<file path="config.mk">
export PLATFORM = sky130hd
export DESIGN_NAME = matrix_scan_ctrl
export DESIGN_NICKNAME = d
export VERILOG_FILES = /design/src/rtl/matrix_scan_ctrl.sv
export SDC_FILE = /design/constraint.sdc
export NUM_CORES = 1
export LEC_CHECK = 0
export CAP_MARGIN = 20
export CORE_ASPECT_RATIO = 1.4
export CORE_MARGIN = 2
export CORE_UTILIZATION = 35
export DETAILED_ROUTE_END_ITERATION = 6
export DONT_BUFFER_PORTS = 1
export PLACE_DENSITY_LB_ADDON = 0.08
export SETUP_SLACK_MARGIN = 0.1
export SLEW_MARGIN = 10
export SYNTH_ARGS = -nofsm -noshare
export SYNTH_HDL_FRONTEND = slang
export SYNTH_SLANG_ARGS = --single-unit
</file>
<file path="constraint.sdc">
create_clock -name clk -period 7.2 [get_ports clk]
set_clock_uncertainty 0.1 [all_clocks]
set_input_delay 1.08 -clock clk [delete_from_list [all_inputs] [get_ports clk]]
set_output_delay 1.08 -clock clk [all_outputs]
set_load 0.03 [all_outputs]
</file>
<file path="src/rtl/matrix_scan_ctrl.sv">
// ----------------------------------------------------------------------------
// matrix_scan_ctrl : 5x7 LED matrix line scanner with double-buffered frames
// Rev 1.0
// ----------------------------------------------------------------------------
`default_nettype none

module matrix_scan_ctrl #(
  parameter int DIV   = 1000,
  parameter int BLANK = 2
) (
  input  logic       clk,
  input  logic       reset_n,
  input  logic       wr_en,
  input  logic [2:0] wr_line,
  input  logic [6:0] wr_data,
  input  logic       commit,
  output logic       commit_pend,
  output logic [2:0] sel,
  output logic [4:0] line_en,
  output logic [6:0] col_n,
  output logic       frame_start
);

  localparam int             PW          = $clog2(DIV);
  localparam logic [PW-1:0]  C_PRESC_MAX = PW'(DIV - 1);
  localparam logic [PW-1:0]  C_BLANK     = PW'(BLANK);
  localparam logic [2:0]     C_SEL_LAST  = 3'd4;

  logic [PW-1:0]   r_presc;
  logic [2:0]      r_sel;
  logic [4:0][6:0] r_front;
  logic [4:0][6:0] r_back;
  logic            r_commit_pend;
  logic [4:0]      r_line_en;
  logic [6:0]      r_col_n;
  logic            r_frame_start;

  logic            w_slot_end;
  logic            w_wrap;
  logic            w_swap;
  logic            w_wr_ok;
  logic            w_drive;
  logic            w_pend_nxt;
  logic [PW-1:0]   w_presc_nxt;
  logic [2:0]      w_sel_nxt;
  logic [4:0][6:0] w_front_nxt;

  always_comb begin
    w_slot_end  = (r_presc == C_PRESC_MAX);
    w_wrap      = w_slot_end && (r_sel == C_SEL_LAST);
    w_swap      = w_wrap && r_commit_pend;
    w_wr_ok     = wr_en && (wr_line <= C_SEL_LAST);
    w_presc_nxt = w_slot_end ? '0 : r_presc + 1'b1;
    w_sel_nxt   = r_sel;
    if (w_slot_end) begin
      w_sel_nxt = w_wrap ? 3'd0 : r_sel + 3'd1;
    end
    // Front samples back before this edge's write lands, so a write on the
    // swap edge only reaches the display at the following boundary.
    w_front_nxt = w_swap ? r_back : r_front;
    w_pend_nxt  = commit || (r_commit_pend && !w_swap);
    w_drive     = (w_presc_nxt >= C_BLANK);
  end

  // Outputs are computed from next-state values so they line up with the
  // prescaler/sel registers in the same cycle.
  always_ff @(posedge clk or negedge reset_n) begin
    if (!reset_n) begin
      r_presc       <= '0;
      r_sel         <= '0;
      r_front       <= '0;
      r_back        <= '0;
      r_commit_pend <= 1'b0;
      r_line_en     <= '0;
      r_col_n       <= 7'h7F;
      r_frame_start <= 1'b0;
    end else begin
      r_presc       <= w_presc_nxt;
      r_sel         <= w_sel_nxt;
      r_front       <= w_front_nxt;
      r_commit_pend <= w_pend_nxt;
      r_frame_start <= w_wrap;
      if (w_wr_ok) begin
        r_back[wr_line] <= wr_data;
      end
      if (w_drive) begin
        r_line_en <= 5'b00001 << w_sel_nxt;
        r_col_n   <= ~w_front_nxt[w_sel_nxt];
      end else begin
        r_line_en <= '0;
        r_col_n   <= 7'h7F;
      end
    end
  end

  assign commit_pend = r_commit_pend;
  assign sel         = r_sel;
  assign line_en     = r_line_en;
  assign col_n       = r_col_n;
  assign frame_start = r_frame_start;

endmodule

`default_nettype wire

</file>
Word level (Yosys, flattened, before mapping) --
Cells that the tools add are included.
Operators by class: add/sub/neg operators 2, $mul 0, div/mod/pow operators 0, order comparisons 5, eq/ne operators 2, shifts and indexed selects 1, mux-type cells 11, bitwise gates (word level) 1, reduce and logical (&&, ||, !) cells 7
Operator list (number):
- 35-bit bitwise mux | 1
- 35-bit two-way mux | 1
- 7-bit binary-select mux with 3-bit select | 1
- 7-bit demux with 3-bit select | 1
- 7-bit two-way mux | 3
- 10-bit by 1-bit adder with 10-bit output (second input constant) | 1
- 10-bit == test (second input constant) | 1
- 10-bit by 2-bit greater-or-equal comparator with 1-bit output (second input constant) | 1
- 10-bit two-way mux | 1
- 3-bit by 4-bit < comparator with 1-bit output (second input constant) | 2
- 7-bit inverter | 1
- 3-bit two-way mux | 2
- 1-bit logical AND | 5
- 5-bit two-way mux | 1
- 1-bit by 3-bit << shifter with 5-bit output (first input constant) | 1
- 3-bit by 1-bit adder with 3-bit output (second input constant) | 1
- 3-bit == test (second input constant) | 1
- 3-bit by 1-bit greater-or-equal comparator with 1-bit output (second input constant) | 1
- 3-bit <= comparator (second input constant) | 1
- 1-bit logical NOT | 1
- 1-bit logical OR | 1
Word-level totals: register bits 97, latch bits 0, memory bits (writable) 0, bits in read-only memories 0, input bits 14, memories kept 0

Depth between registers and ports, before layout --
Gate-level depths: netlist of run 1.
depth in word-level cells 8, mapped depth 11, gate-level depth less buffers 8

Least setup slack after synthesis of run 1 --
OpenSTA, ideal clock, no wires.
kind input to register, start input port wr_line[0], end register r_back[14] in the netlist's numbering, library setup time 0.125 ns, data arrival time 2.253 ns, required time 6.975 ns, path slack 4.722 ns, stages on the path 3, buffers on the path 0, cells stage by stage nand2b_1 nor3b_1 mux2_2
On the way: longest elaborated chain between the ends 5, elaborated cells on any way between the ends 8, classes of those cells 3 x order compare; 3 x mux; 2 x reduce/logical
Ends and longest elaborated chain:
- start: declaration | RTL line 14 | input logic [2:0] wr_line,
- 3-bit by 4-bit < comparator with 1-bit output (implied by the code) / 3-bit by 1-bit greater-or-equal comparator with 1-bit output (equally long branches) | RTL line 84 | r_back[wr_line] <= wr_data;
- 1-bit logical AND (implied by the code) | RTL line 84
- 7-bit two-way mux (implied by the code) | RTL line 84
- 7-bit demux with 3-bit select | RTL line 84
- 35-bit bitwise mux | RTL line 84
- end signal: indexed assignment | RTL line 84
- end: declaration | RTL line 32 | logic [4:0][6:0] r_back;
Several ways; a longest one is shown, not always the timed one. A chain may end at the register's enable or synchronous reset.

Worst setup path in the final report of run 1 --
start register r_presc[0], end register r_col_n[3] (netlist: col_n[3])
On the way: longest elaborated chain between the ends 8, elaborated cells on any way between the ends 13, classes of those cells 1 x add/sub; 1 x order compare; 1 x eq/ne; 7 x mux; 1 x bitwise; 2 x reduce/logical
Ends and longest elaborated chain:
- start: declaration | RTL line 29 | logic [PW-1:0] r_presc;
- start signal: assignment | RTL line 78 | r_presc <= w_presc_nxt;
- parallel branches: the longest is 7 deep, another holds 10-bit by 1-bit adder with 10-bit output
- 7-bit two-way mux * | RTL line 86 | if (w_drive) begin
- end signal: assignment | RTL line 88 | r_col_n <= ~w_front_nxt[w_sel_nxt];
- end: declaration | RTL line 35 | logic [6:0] r_col_n;
Every way passes the cells marked *. The select of a mux whose other input is x is not followed.

==> impl_metrics.py, run 1 <==
metrics = {
    "critical_path": {
        "worstPathArrival_ns": 3.34,
        "cp_max_fo": 16,
        "end_kind": "register",
        "timing.rr.start": "r_presc[0]$_DFF_PN0_",
        "cp.required_ns": 7.37,
        "crit_start": "r_presc[0]$_DFF_PN0_",
        "crit_type": "reg2reg",
        "cp-start-kind": "register",
    },
    "power_and_ir_drop": {
        "peakVddDrop_mv": 0.121,
        "swShare_pct": 20.2,
        "p_per_area_nw_per_um2": 248,
        "comb_power_share_pct": 4.1,
        "cell_internal_pwr_w": 0.000912,
        "p_leak_nw": 2.13,
        "seqPwrFrac_pct": 53.2,
        "p_sw_w": 0.000232,
        "p_clk_share_pct": 42.7,
    },
    "clocking": {
        "post_cts_buffers": 0,
        "cts.root.buffer_cell": "clkbuf_16",
        "clk_latency_ns": 0.34,
        "cts_resized": 0,
        "htreeDepth": 3,
        "cts_buffers": 9,
        "clock_path_buffers": 2,
        "hold_buffers": 0,
        "path_clk_slew_ns": 0.07,
        "cts_sinks": 97,
        "tritoncts": "built",
    },
    "final_layout": {
        "syn2layout_area_growth_pct": 11.6,
        "drive_above_1_share_pct": 27.3,
        "fin_nets": 338,
        "fin_util_pct": 40.4,
        "design_area_um2": 4610,
        "layout.cells.most_common_list": "90 x dfrtp_1, 56 x mux2_2, 20 x inv_1",
        "final_common_cell": "dfrtp_1",
        "fillers": 1091,
        "diodes": 0,
    },
    "floorplan": {
        "die_w_um": 95.8,
        "die_height_um": 132,
        "die_area_um2": 12700,
        "coreArea_um2": 11400,
        "ioPinCount": 31,
        "initial_core_util_pct": 36.2,
        "rows": 46,
    },
    "global_routing": {
        "groute.usage.overall_pct": 14.7,
        "antenna_found_initial": 0,
        "grt_pass1_vias": 2656,
        "grt_max_degree": 98,
        "overflow": 0,
        "grt_pass1_wl_um": 14100,
    },
    "sta": {
        "tightest_slew_ns": 0.897,
        "worst_slack_ns": 4.03,
        "slew_violations": 0,
        "rsz0062_at_grt": "no",
        "hold_viol": 0,
        "fin_crit_ns": 3.17,
        "fin_crit_sh_pct": 44.1,
        "setup_viol": 0,
        "slew_headroom_pct": 40.2,
        "max_freq_mhz": 315,
        "setup_tns_ns": 0,
    },
    "synthesis": {
        "ys_seq_elements": 97,
        "synth.distinct_cells": 48,
        "synthCells": 315,
        "yosys_warnings": 0,
        "async_flop_share_pct": 100,
        "syn_area_um2": 4130,
        "synth_area_per_cell_um2": 13.1,
        "synth_edf_count": 0,
        "ys.flop_type": "dfrtp_1",
        "synthesis.nets": 332,
        "ys_seq_area_share_pct": 59.1,
    },
    "run": {
        "drv_cap": 0,
    },
    "detailed_routing": {
        "routedWlPerCell_um": 17.9,
        "drtIter0Drc": 102,
        "vias_per_cell": 5.16,
        "vias": 2423,
        "drt_first_pass_iters": 6,
        "wirelength_um": 8410,
        "drc": 0,
        "antenna_left": 0,
    },
    "place": {
        "pre_cts_slack_ns": 3.85,
        "place_area_um2": 4290,
        "port_buffers": 0,
        "dp_hpwl_um": 5630,
        "gp_congestion": 0.744,
    },
    "run_status": {
        "status": "complete, no violations",
    },
    "min_path": {
        "hold_class": "in2async",
    },
}
final cells by class:
class                   count  area [um2]  area share [%]
clock inverters             4        51.3            1.11
clock buffers              12         256            5.57
well taps                 144         180            3.91
multi-input cells         186        1560            33.8
repair buffers              7        50.0            1.09
flip-flops and latches     97        2440            52.9
inverters                  20        75.1            1.63
cell families after synthesis:
kind of cell / Yosys count / synth area share [%]
flops: 97 / 59.1
mux: 70 / 18.7
simple gates: 65 / 8.86
compound gates: 42 / 7.73
buf+inv: 32 / 3.49
xor+xnor: 6 / 1.27
fa+ha+maj: 3 / 0.910
through the flow:
stage / total power [W] / hold slack, ns / cells
6_report: 0.00114 / 0.335 / 470
5_1_grt: 0.00119 / 0.317 / 470
4_1_cts: 0.00116 / 0.322 / 469
3_5_place_dp: 0.000667 / 0.366 / 453
3_3_place_gp: 0.000663 / 0.361 / 453
2_1_floorplan: 0.000655 / 0.347 / 315
final timing paths:
check                                              to  slack (ns)  cells after the start
worst max-delay path               col_n[3]$_DFF_PN1_        4.03                      7
worst min-delay path             r_presc[9]$_DFF_PN0_        0.33                      0
worst max register to register     col_n[3]$_DFF_PN1_        4.03                      7
worst min register to register  r_front[10]$_DFF_PN0_        0.38                      2
max in group asynchronous          col_n[4]$_DFF_PN1_        6.43                      0
min in group clk                r_front[10]$_DFF_PN0_        0.38                      2
power by group through the flow:
stage / registers (W) / clock network [W] / logic [W]
after floorplan: 0.000612 / 0 / 0.0000427
after global placement: 0.000617 / 0 / 0.0000459
after detailed placement: 0.000619 / 0 / 0.0000477
after CTS: 0.000608 / 0.000504 / 0.0000478
after global routing: 0.000615 / 0.000526 / 0.0000518
final: 0.000608 / 0.000488 / 0.0000468
sequential cells by signal, indices dropped and copies added, names as in the netlist:
signal and count:
line_en 5, r_presc 10, r_front 35, commit_pend 1, r_back 35, frame_start 1, sel 3, col_n 7
Yosys cell counts, types with 2 or more instances:
master	instances	area, um2
dfrtp_1	90	2250
mux2_2	56	631
inv_1	20	75.1
nor2_1	17	63.8
mux2i_1	14	140
nand2_1	8	30.0
nor3_1	8	40.0
a211o_1	7	61.3
a22oi_1	7	52.6
dfstp_2	7	184
nor2b_1	7	43.8
o221ai_1	7	61.3
nand3_1	5	25.0
o21ai_0	5	25.0
and3_1	4	25.0
buf_2	4	20.0
clkbuf_1	4	15.0
ha_1	3	37.5
nor3b_1	3	22.5
xnor2_1	3	26.3
xor2_1	3	26.3
a21o_1	2	15.0
a21oi_1	2	10.0
a31oi_1	2	12.5
and2_1	2	12.5
buf_6	2	22.5
nand4_1	2	12.5
per-layer routing:
metal	up-vias	track usage [%]	wire, um	part of all wire (%)
met5	-	0	0	0
met4	0	6.90	196	2.3
met3	15	2.39	274	3.3
met2	41	23.2	4120	49
met1	1234	19.6	3820	45
li1	1133	-	-	-
critical path: stages (launching register included):
cell and delay (ns):
dfrtp_1 0.42, ha_1 0.31, nand2_1 0.23, nor3_1 0.61
clkbuf_2 0.28, o32a_1 0.60, o221ai_1 0.23, a211o_1 0.33
No activity file was read; power rests on OpenSTA's default activity.
==> run 2: changes to the inputs <==
==> constraint.sdc (replaced) <==
create_clock -name clk -period 3.15 [get_ports clk]
set_clock_uncertainty 0.1 [all_clocks]
set_input_delay 0.4725 -clock clk [delete_from_list [all_inputs] [get_ports clk]]
set_output_delay 0.4725 -clock clk [all_outputs]
set_load 0.03 [all_outputs]
==> run 2 against run 1 <==
First-iteration DRC count rose by 35%; core utilization rose by 0.88 points; total power rose by 140%; clock power rose by 150%; hold slack got worse by 0.18 ns; maximum frequency rose by 21%; count of clock-buffer cells in the layout did not move; largest power group unchanged.
==> impl_metrics.py, run 2 (same netlist as run 1, synthesis figures left out) <==
metrics = {
    "detailed_routing": {
        "drc": 0,
        "drt_first_pass_iters": 4,
        "antenna_left": 0,
        "drtIter0Drc": 138,
        "vias_per_cell": 5.08,
        "vias": 2420,
        "routedWlPerCell_um": 18.3,
        "wirelength_um": 8730,
    },
    "sta": {
        "setup_tns_ns": 0,
        "fin_crit_sh_pct": 83.5,
        "slew_headroom_pct": 58.9,
        "rsz0062_at_grt": "no",
        "tightest_slew_ns": 0.613,
        "hold-worst-slack_ns": 0.151,
        "slew_violations": 0,
        "max_freq_mhz": 380,
        "setup_viol": 0,
        "fin_crit_ns": 2.63,
        "hold_viol": 0,
    },
    "power_and_ir_drop": {
        "peakVddDrop_mv": 0.244,
        "p_per_area_nw_per_um2": 579,
        "report.power.total_w": 0.00272,
        "p_leak_nw": 2.19,
    },
    "critical_path": {
        "r2r_slack_ns": 0.52,
        "cp.required_ns": 3.32,
        "end_kind": "register",
        "worstPathArrival_ns": 2.80,
        "r2r-end": "col_n[5]$_DFF_PN1_",
        "cp_max_fo": 35,
        "worst_path_max_delay_cell": "dfrtp_1",
        "cp-start-kind": "register",
        "crit_type": "reg2reg",
        "ff2ff_path_depth": 9,
        "slowest_delay_ns": 0.53,
        "crit_path_cell_trace": "inv_1 -> ha_1 -> nand3_1 -> nor4_4 -> buf_12 -> mux2i_1 -> a22oi_1 -> o221ai_1 -> a211o_1",
        "timing.rr.start": "sel[1]$_DFF_PN0_",
    },
    "final_layout": {
        "diodes": 0,
        "fin_nets": 344,
        "final_common_cell": "dfrtp_1",
        "layout.cells.most_common_list": "90 x dfrtp_1, 56 x mux2_2, 20 x inv_1",
        "fillers": 1077,
        "reg_top3": "r_back: 35 flops, r_front: 35 flops, r_presc: 10 flops",
        "drive_above_1_share_pct": 28.0,
        "syn2layout_area_growth_pct": 14.1,
    },
    "global_routing": {
        "groute.usage.overall_pct": 14.7,
        "antenna_found_initial": 0,
        "overflow": 0,
        "grt_max_degree": 98,
        "grt_pass1_vias": 2555,
        "grt_pass1_wl_um": 13800,
    },
    "place": {
        "dp_hpwl_um": 5780,
        "gp_congestion": 0.753,
        "port_buffers": 0,
    },
    "floorplan": {
        "rows": 46,
        "die_area_um2": 12700,
        "die_w_um": 95.8,
        "initial_core_util_pct": 36.2,
        "coreArea_um2": 11400,
        "die_height_um": 132,
        "ioPinCount": 31,
    },
    "clocking": {
        "tritoncts": "built",
        "path_clk_slew_ns": 0.07,
        "cts_sinks": 97,
        "clock_path_buffers": 2,
        "cts.root.buffer_cell": "clkbuf_16",
        "cts_buffers": 9,
        "clk_latency_ns": 0.34,
        "htreeDepth": 3,
    },
    "run_status": {
        "status": "complete, no violations",
    },
    "min_path": {
        "holdPathStages": 1,
        "min_from": "commit",
        "hold_class": "in2reg",
        "holdPathEnd": "commit_pend$_DFF_PN0_",
    },
    "run": {
        "drv_cap": 0,
    },
}
run 2: repair_timing:
item / CTS / global route
gates resized for setup: 0 / 0
hold buffers: 2 / 0
hold endpoints to repair: 97 / 0
setup endpoints to repair: 0 / 0
buffers inserted: 0 / 0
run 2: how the worst max path moves through the flow:
stage,startpoint,end,slack [ns],depth (start not counted)
after detailed placement,sel[1]$_DFF_PN0_,col_n[1]$_DFF_PN1_,0.51,9
after floorplan,sel[1]$_DFF_PN0_,col_n[6]$_DFF_PN1_,0.72,9
after global routing,sel[1]$_DFF_PN0_,col_n[1]$_DFF_PN1_,0.34,9
after global placement,sel[1]$_DFF_PN0_,col_n[1]$_DFF_PN1_,0.49,9
final,sel[1]$_DFF_PN0_,col_n[5]$_DFF_PN1_,0.52,9
after CTS,sel[1]$_DFF_PN0_,col_n[1]$_DFF_PN1_,0.48,9
run 2: per-stage QoR:
step | area (um2) | setup WS [ns] | utilization, % | std cells
floorplan | 4130 | 0.720 | - | 315
global placement | 4340 | 0.486 | 38.1 | 458
detailed placement | 4340 | 0.509 | 38.1 | 458
CTS | 4710 | 0.481 | 41.3 | 476
global route | 4710 | 0.339 | 41.3 | 476
finish | 4710 | 0.521 | 41.3 | 476
run 2: final cells by class:
| type | instances | area (um2) | area share [%] |
|---|---|---|---|
| clock buffer | 12 | 256 | 5.45 |
| multi-input combinational | 186 | 1550 | 33.0 |
| tap | 144 | 180 | 3.83 |
| sequential | 97 | 2440 | 51.8 |
| clock inverter | 4 | 73.8 | 1.57 |
| timing repair buffer | 13 | 133 | 2.82 |
| inverter | 20 | 75.1 | 1.60 |
run 2: where the power goes:
group / internal (W) / switching, W / total (W)
Clock: 0.000741 / 0.000455 / 0.00120
Sequential: 0.00134 / 0.0000471 / 0.00139
Combinational: 0.0000838 / 0.0000527 / 0.000137
Total: 0.00217 / 0.000555 / 0.00272
run 2: critical path: cells and delay by family, from the launching register on:
| family | cells | cell delay [ns] |
|---|---|---|
| compound gates | 3 | 0.69 |
| flops | 1 | 0.53 |
| buf+inv | 2 | 0.47 |
| simple gates | 2 | 0.39 |
| fa+ha+maj | 1 | 0.22 |
| mux | 1 | 0.14 |
run 2: routing by layer:
layer  up-vias  track usage (%)  part of all wire (%)
li1       1147                -                     -
met5         -                0                     0
met1      1233             19.0                    45
met2        30             23.8                    50
met4         0             5.48                   1.5
met3        10             3.59                   2.8
==> run 3: changes to the inputs <==
==> constraint.sdc (replaced) <==
create_clock -name clk -period 2.2 [get_ports clk]
set_clock_uncertainty 0.1 [all_clocks]
set_input_delay 0.33 -clock clk [delete_from_list [all_inputs] [get_ports clk]]
set_output_delay 0.33 -clock clk [all_outputs]
set_load 0.03 [all_outputs]
==> run 3 against run 2 <==
The run now ends with hold timing, setup timing left; total power increased by 40%; wire length up 11%; register-to-register slack got worse by 0.60 ns; combinational power up 15%; maximum frequency grew 15%; hold slack got worse by 0.57 ns; largest cell class unchanged; largest power group unchanged; highest routed layer unchanged.
==> impl_metrics.py, run 3 (same netlist as run 1, synthesis figures left out) <==
metrics = {
    "run_status": {
        "status": "finished with violations",
        "violations": "hold timing, setup timing",
    },
    "final_layout": {
        "layout.cells.most_common_list": "88 x dfrtp_1, 51 x buf_4, 49 x mux2_2",
        "fin_util_pct": 48.4,
        "fillers": 1022,
        "diodes": 0,
        "drive_above_1_share_pct": 48.0,
        "syn2layout_area_growth_pct": 33.7,
        "final_common_cell": "dfrtp_1",
        "reg_top3": "r_back: 35 flops, r_front: 35 flops, r_presc: 10 flops",
        "fin_nets": 405,
    },
    "critical_path": {
        "r2r_slack_ns": -0.08,
        "worstPathArrival_ns": 2.45,
        "timing.rr.start": "r_presc[1]$_DFF_PN0_",
        "critPathBufInv": 4,
        "cp.required_ns": 2.37,
        "cpMostUsedCell": "buf_12",
        "end_kind": "register",
        "crit_path_cell_trace": "ha_4 -> nand2_4 -> nor4_4 -> buf_6 -> buf_12 -> buf_16 -> buf_12 -> mux2i_4 -> a22oi_2 -> o221ai_2 -> a211o_1",
        "cp-start-kind": "register",
        "critical_path.top_delay_family": "compound AO/OA/AOI/OAI gates",
        "slowest_delay_ns": 0.41,
        "ff2ff_path_depth": 11,
        "crit_type": "reg2reg",
        "r2r-end": "col_n[3]$_DFF_PN1_",
        "worst_path_max_delay_cell": "dfrtp_1",
        "cp_max_fo": 6,
    },
    "detailed_routing": {
        "vias": 2661,
        "vias_per_cell": 4.96,
        "met1_length_um": 4140,
        "met3WireLength_um": 289,
        "wirelength_um": 9690,
        "routed-wl-met2_um": 5040,
        "drt_first_pass_iters": 4,
        "antenna_left": 0,
        "drc": 0,
        "drtIter0Drc": 113,
        "routedWlPerCell_um": 18.1,
        "highest_layer": "met4",
    },
    "place": {
        "dp_hpwl_um": 6170,
        "gp_congestion": 0.777,
        "pre_cts_slack_ns": -0.131,
        "port_buffers": 0,
    },
    "sta": {
        "slew_headroom_pct": 62.8,
        "max_freq_mhz": 438,
        "hold-worst-slack_ns": -0.414,
        "setup_viol": 7,
        "fin_crit_ns": 2.28,
        "slew_violations": 0,
        "tightest_slew_ns": 0.555,
        "hold_viol": 97,
        "rsz0062_at_grt": "yes",
        "fin_crit_sh_pct": 104,
        "worst_slack_ns": -0.0837,
        "setup_tns_ns": -0.371,
    },
    "clocking": {
        "tritoncts": "built",
        "clock_path_buffers": 2,
        "path_clk_slew_ns": 0.07,
        "cts.root.buffer_cell": "clkbuf_16",
        "clk_latency_ns": 0.34,
        "cts_sinks": 97,
        "htreeDepth": 3,
        "cts_buffers": 9,
    },
    "floorplan": {
        "ioPinCount": 31,
        "coreArea_um2": 11400,
        "die_area_um2": 12700,
        "rows": 46,
        "die_w_um": 95.8,
        "initial_core_util_pct": 36.2,
        "die_height_um": 132,
    },
    "global_routing": {
        "antenna_found_initial": 0,
        "groute.usage.overall_pct": 16.7,
        "grt_max_degree": 98,
        "grt_pass1_vias": 2920,
        "overflow": 0,
        "grt_pass1_wl_um": 15900,
    },
    "power_and_ir_drop": {
        "p_per_area_nw_per_um2": 694,
        "p_leak_nw": 2.54,
        "report.power.total_w": 0.00383,
        "peakVddDrop_mv": 0.377,
    },
    "run": {
        "drv_cap": 0,
    },
    "min_path": {
        "hold_class": "in2async",
    },
}
-- run 3: cell types whose count changed in the layout (fill, tap and decap cells not counted), sizes merged --
cell / delta
inv: -1
buf: +61
-- run 3: power by group --
part | switching [W] | internal, W | leakage, nW
registers | 0.0000762 | 0.00193 | 1.23
clock network | 0.000645 | 0.00102 | 0.153
logic | 0.0000411 | 0.000117 | 1.16
-- run 3: final cells by class --
cell class / instances / area, um2 / area share, %
clock buffer: 12 / 246 / 4.47
clock inverter: 3 / 65.1 / 1.18
inverter: 20 / 75.1 / 1.36
multi-input combinational: 186 / 1800 / 32.6
sequential: 97 / 2440 / 44.2
tap: 144 / 180 / 3.27
timing repair buffer: 74 / 712 / 12.9
-- run 3: worst register-to-register path, delay by kind of cell, from the launching register on --
family                   cells  cell delay, ns
AO/OA/AOI/OAI                3            0.57
buffers and inverters        4            0.51
flip-flops                   1            0.41
AND/OR/NAND/NOR              2            0.37
adder cells (fa/ha/maj)      1            0.18
multiplexers                 1            0.07
-- run 3: worst max-delay path by stage --
| stage | start | endpoint | slack [ns] | cells after the start |
|---|---|---|---|---|
| 4_1_cts | r_presc[4]$_DFF_PN0_ | col_n[2]$_DFF_PN1_ | -0.07 | 11 |
| 5_1_grt | sel[1]$_DFF_PN0_ | col_n[0]$_DFF_PN1_ | -0.21 | 12 |
| 2_1_floorplan | sel[1]$_DFF_PN0_ | col_n[5]$_DFF_PN1_ | -0.15 | 9 |
| 6_report | r_presc[1]$_DFF_PN0_ | col_n[3]$_DFF_PN1_ | -0.08 | 11 |
| 3_5_place_dp | r_presc[3]$_DFF_PN0_ | col_n[6]$_DFF_PN1_ | -0.13 | 8 |
| 3_3_place_gp | sel[0]$_DFF_PN0_ | col_n[6]$_DFF_PN1_ | -0.14 | 9 |
-- run 3: through the flow --
| step | std cells | instance area, um2 |
|---|---|---|
| 6_report | 536 | 5520 |
| 3_5_place_dp | 502 | 4710 |
| 2_1_floorplan | 315 | 4160 |
| 4_1_cts | 531 | 5410 |
| 5_1_grt | 536 | 5520 |
| 3_3_place_gp | 502 | 4710 |
-- run 3: per-layer routing --
layer	vias up	global-route usage, %
met2	31	27.5
met1	1340	20.9
met5	-	0
li1	1276	-
met4	0	6.59
met3	14	3.87
-- run 3: repair_timing --
action,4_1_cts,5_1_grt
hold endpoints to repair,97,98
cloned,4,0
pin swaps,23,7
buffers inserted,10,5
setup endpoints to repair,12,17
resized for setup,52,11
